===== src/rtl/access_sequencer.sv =====
// -----------------------------------------------------------------------------
// access_sequencer
// Door-access controller wrapped around an external 4-bit code comparator.
// A keypad code is captured on a submit strobe and held on cmp_code. One cycle
// later the comparator's match result is sampled. A match opens a timed unlock
// window. A mismatch either pulses error or, after MAX_TRIES consecutive
// failures, enters a timed alarm lockout.
//
// Ports
//   clk           : system clock, all state on the rising edge
//   rst_n         : asynchronous active-low reset
//   code_in[3:0]  : keypad code, valid while submit=1
//   submit        : single-cycle check request
//   cmp_code[3:0] : registered code driven to the comparator
//   cmp_match     : comparator result (combinational from cmp_code)
//   unlock        : high for the whole OPEN state
//   error         : one-cycle pulse on a non-locking failure
//   alarm         : high for the whole LOCKOUT state
//   busy          : high in every state except IDLE
//   attempts_left : MAX_TRIES minus the consecutive-failure count
//
// Request semantics: submit is a fire-and-forget strobe. It is accepted only
// on an edge where the FSM is already in IDLE; busy=1 means any strobe is
// dropped, not queued. There is no backpressure beyond busy.
// -----------------------------------------------------------------------------
module access_sequencer #(
   parameter int MAX_TRIES   = 3,
   parameter int OPEN_CYCLES = 8,
   parameter int LOCK_CYCLES = 16,
   parameter int TMR_W       = 8
) (
   input  logic       clk,
   input  logic       rst_n,
   input  logic [3:0] code_in,
   input  logic       submit,
   output logic [3:0] cmp_code,
   input  logic       cmp_match,
   output logic       unlock,
   output logic       error,
   output logic       alarm,
   output logic       busy,
   output logic [2:0] attempts_left
);

   typedef enum logic [2:0] {
      ST_IDLE    = 3'd0,
      ST_CHECK   = 3'd1,
      ST_FAIL    = 3'd2,
      ST_OPEN    = 3'd3,
      ST_LOCKOUT = 3'd4
   } state_t;

   localparam logic [2:0]       MAX_L  = 3'(MAX_TRIES);
   localparam logic [3:0]       MAX_W  = 4'(MAX_TRIES);
   localparam logic [TMR_W-1:0] OPEN_T = TMR_W'(OPEN_CYCLES - 1);
   localparam logic [TMR_W-1:0] LOCK_T = TMR_W'(LOCK_CYCLES - 1);

   state_t           state_q, state_d;
   logic [3:0]       cmp_code_q, cmp_code_d;
   logic [2:0]       fail_cnt_q, fail_cnt_d;
   logic [TMR_W-1:0] timer_q, timer_d;

   always_ff @(posedge clk or negedge rst_n) begin
      if (!rst_n) begin
         state_q    <= ST_IDLE;
         cmp_code_q <= 4'd0;
         fail_cnt_q <= 3'd0;
         timer_q    <= '0;
      end else begin
         state_q    <= state_d;
         cmp_code_q <= cmp_code_d;
         fail_cnt_q <= fail_cnt_d;
         timer_q    <= timer_d;
      end
   end

   always_comb begin
      state_d    = state_q;
      cmp_code_d = cmp_code_q;
      fail_cnt_d = fail_cnt_q;
      timer_d    = timer_q;

      unique case (state_q)
         ST_IDLE: begin
            if (submit) begin
               cmp_code_d = code_in;
               state_d    = ST_CHECK;
            end
         end

         ST_CHECK: begin
            if (cmp_match) begin
               fail_cnt_d = 3'd0;
               timer_d    = OPEN_T;
               state_d    = ST_OPEN;
            end else if (({1'b0, fail_cnt_q} + 4'd1) == MAX_W) begin
               // Saturate at MAX_TRIES so attempts_left reads 0 in lockout.
               fail_cnt_d = MAX_L;
               timer_d    = LOCK_T;
               state_d    = ST_LOCKOUT;
            end else begin
               fail_cnt_d = fail_cnt_q + 3'd1;
               state_d    = ST_FAIL;
            end
         end

         ST_FAIL: begin
            state_d = ST_IDLE;
         end

         ST_OPEN: begin
            if (timer_q == '0) begin
               state_d = ST_IDLE;
            end else begin
               timer_d = timer_q - 1'b1;
            end
         end

         ST_LOCKOUT: begin
            if (timer_q == '0) begin
               fail_cnt_d = 3'd0;
               state_d    = ST_IDLE;
            end else begin
               timer_d = timer_q - 1'b1;
            end
         end

         default: begin
            state_d = ST_IDLE;
         end
      endcase
   end

   // Moore outputs: decoded only from registered state.
   assign cmp_code      = cmp_code_q;
   assign unlock        = (state_q == ST_OPEN);
   assign error         = (state_q == ST_FAIL);
   assign alarm         = (state_q == ST_LOCKOUT);
   assign busy          = (state_q != ST_IDLE);
   assign attempts_left = MAX_L - fail_cnt_q;

endmodule


===== config.mk =====
export PLATFORM = sky130hd
export DESIGN_NAME = access_sequencer
export DESIGN_NICKNAME = d
export VERILOG_FILES = /design/src/rtl/access_sequencer.sv
export SDC_FILE = /design/constraint.sdc
export NUM_CORES = 1
export LEC_CHECK = 0
export ABC_AREA = 1
export CORE_MARGIN = 2
export CORE_UTILIZATION = 56
export CTS_CLUSTER_SIZE = 25
export DETAILED_ROUTE_END_ITERATION = 10
export PLACE_DENSITY_LB_ADDON = 0.1
export SETUP_SLACK_MARGIN = 0.15
export SLEW_MARGIN = 40
export SYNTH_ARGS = -nofsm -noshare
export SYNTH_HDL_FRONTEND = slang
export SYNTH_SLANG_ARGS = --single-unit

===== constraint.sdc =====
create_clock -name clk -period 2.2 [get_ports clk]
set_input_delay 0.44 -clock clk [delete_from_list [all_inputs] [get_ports clk]]
set_output_delay 0.44 -clock clk [all_outputs]
set_load 0.01 [all_outputs]

==> results.md <==
* Io pins at 19
* Drt pass-1 iters at 4
* Synth top cells by count: nand2_1, dfrtp_1, inv_1, nand3_1, nor2_1
* Final antenna-violating net count at 0
* Setup tns final at 0 ps
* Aggregate global-route resource usage at 19.9%
* Non-Filler Instances at 188
* Pwr/cell area at 1390 mW/mm²
* Ant. Diodes at 0
* Ranking of synthesized cells by area: dfrtp_1, nand2_1, nand3_1
* Synth Register Bits at 18
* Crit Reg-Reg Startpoint: fail_cnt_q[0]$_DFFE_PN0P_
* Yosys warnings at 0
* Worst slew pin tran at 244 ps
* Min Clock Period, post-route at 2030 ps
* Die Ht at 49.1 µm
* Via/cell ratio at 5.02
* EDFF count, synth at 0
* Root Driver: clkbuf_4
* Cells after Synth at 137
* Multi-input combinational cell area at 618 µm²
* Final #Nets at 174
* Core Rows at 16
* Routed WL at 2150 µm
* Reg-to-reg slack, setup at 550 ps
* Synth cell types at 24
* Setup Skew at 3.25 ps
* Count leader, synth: nand2_1
* Clk sink count at 18
* Post-synthesis sequential area ratio at 39.5%
* Largest net degree at the start of global routing at 19
* Max Clk Rate at 492 MHz
* Reg-to-reg endpoint: timer_q[4]$_DFFE_PN0P_
* Horiz. Die Dim at 49.1 µm
* Reg clk slew, reported paths at 110 ps
* Peak supply drop at 0.000814 V
* H-Tree Depth at 1
* Layout area overhead at 23.6%
* Worst Setup End Kind: primary output
* Main synth FF type: dfrtp_1
* Worst Setup Start Kind: flop
* Skew-Pair Late Insertion Delay at 290 ps
* Critical path arrival at 1590 ps
* Max Cap Violations at 0
* Final GP Congestion at 0.839
* Crit path max fanout at 4
* Final Max Tran Viols at 0
* CP Capture Point: alarm
* Leak pwr at 0.691 nW
* Reg area at 453 µm²
* Kind of critical path: flop to primary output
* Max clock buf depth at 2
* Buffers on Ports at 18
* Initial antenna violation count at 0
* Wirelength per Cell at 11.5 µm
* Leading area contributor after synthesis: dfrtp_1
* Hold Crit Class: primary input to asynchronous set/reset pin
* Placed cells at 182
* Drt drc at 0
* Fill count at 142
* CTS tree: done
* Top cell type's share of synthesized area at 39.5%
* Initial Util at 58.7%
* Setup violations, final at 0
* Worst Reg-to-Reg Cells at 8
* Post-DP HPWL at 1710 µm
* Hold Slack at 477 ps
* Grt total ovfl at 0
* Final Hold Vio Count at 0
* Syn_nets at 149
* RSZ-0062 raised after global routing: true
* Async set or reset register ratio after synthesis at 100%
* CTS Buf Count at 3
* Critical Path Start: state_q[1]$_DFFE_PN0P_
* Syn avg cell area at 8.32 µm²
* Status: complete, no violations
* Die area at 0.00241 mm²
* Period utilization at 92.4%
* Mapped Area at 0.00114 mm²
* Core ar. at 0.00194 mm²
* Vias in the first global route at 919
* Share of layout cells above drive strength 1 at 21.1%
* 1st-iter DRT viols at 20
* First-pass GRT wire length at 3810 µm
* Total number of vias at 943
* CP required at 1760 ps
* Worst slew margin at 83.7%
-- kinds of logic (layout without fill, tap and decap cells) --
kind of cell             Yosys count  count (layout)  share of synthesized area, %
AO/OA/AOI/OAI                     10              10                          4.94
multiplexers                       4               4                          3.95
flip-flops                        18              18                          39.5
AND/OR/NAND/NOR                   82              82                          40.2
XOR/XNOR                           1               1                         0.769
adder cells (fa/ha/maj)            4               4                          4.39
buffers and inverters             18              42                          6.26
-- cell type report --
type	instances	area share (%)
clock buffers	4	2.58
inverters	17	4.53
multi-input cells	101	43.9
flip-flops and latches	18	32.1
well taps	27	2.40
repair buffers	21	14.5
-- stage by stage --
step                util [%]  power [W]  instance area [µm²]  setup slack, ps
global placement        69.7    0.00171                 1350              437
floorplan                  -    0.00140                 1140              741
detailed placement      69.7    0.00175                 1350              407
global route            72.6    0.00211                 1410             87.7
finish                  72.6    0.00195                 1410              168
CTS                     72.0    0.00195                 1400              145
-- registers in the layout, indices dropped and copies added, names as in the netlist --
name and flops:
timer_q 8, cmp_code 4, fail_cnt_q 3, state_q 3
-- worst min-delay path by stage --
| stage | end | startpoint | slack [ps] |
|---|---|---|---|
| finish | timer_q[1]$_DFFE_PN0P_ | rst_n | 480 |
| global route | timer_q[5]$_DFFE_PN0P_ | rst_n | 500 |
| CTS | timer_q[2]$_DFFE_PN0P_ | rst_n | 480 |
| detailed placement | timer_q[0]$_DFFE_PN0P_ | timer_q[0]$_DFFE_PN0P_ | 480 |
| global placement | timer_q[0]$_DFFE_PN0P_ | timer_q[0]$_DFFE_PN0P_ | 460 |
| floorplan | cmp_code[0]$_DFFE_PN0P_ | rst_n | 140 |
-- power by group --
part / internal [W] / switching, W / leakage [nW]
Sequential: 0.000476 / 0.000135 / 0.224
Combinational: 0.000495 / 0.000647 / 0.445
Clock: 0.000101 / 0.000101 / 0.0210
-- layout by cell type, fill, tap and decap left out --
cell              n
dfrtp_1          16
inv_2             1
dfrtp_2           2
clkbuf_8          1
o21ai_2           1
nand2_4           3
nand3b_2          1
ha_1              4
nor3_1            1
nand2_2           8
or2_1             1
dlymetal6s2s_1    1
o21bai_1          1
nand3_1          16
nand3b_1          1
buf_4             3
nor2_1           13
clkbuf_4          3
nand2_1          31
or2_2             1
nand3_2           1
inv_1            16
xor2_1            1
o21ai_0           6
nand2_8           3
dlygate4sd2_1     1
nor2_4            2
mux2_2            4
o21ai_1           2
clkdlybuf4s50_1  16
-- critical path, stage by stage (launching register included) --
cell and delay (ps):
dfrtp_1 440, inv_1 110, nand3_2 140, inv_1 80
clkdlybuf4s50_1 530
-- per-layer routing --
metal	vias to the layer above	track usage, %	share of wire (%)
li1	483	-	-
met5	-	0	0
met1	443	26.9	46
met4	0	5.71	0.23
met3	2	1.84	2.0
met2	15	33.8	52
-- what timing repair did --
action / CTS / global route
hold buffers: 0 / 0
endpoints found under the hold margin: 0 / 0
resized for setup: 2 / 2
buffers inserted: 1 / 1
cloned: 0 / 0
setup endpoints to repair: 1 / 3
(Power assumes the default switching activity.)
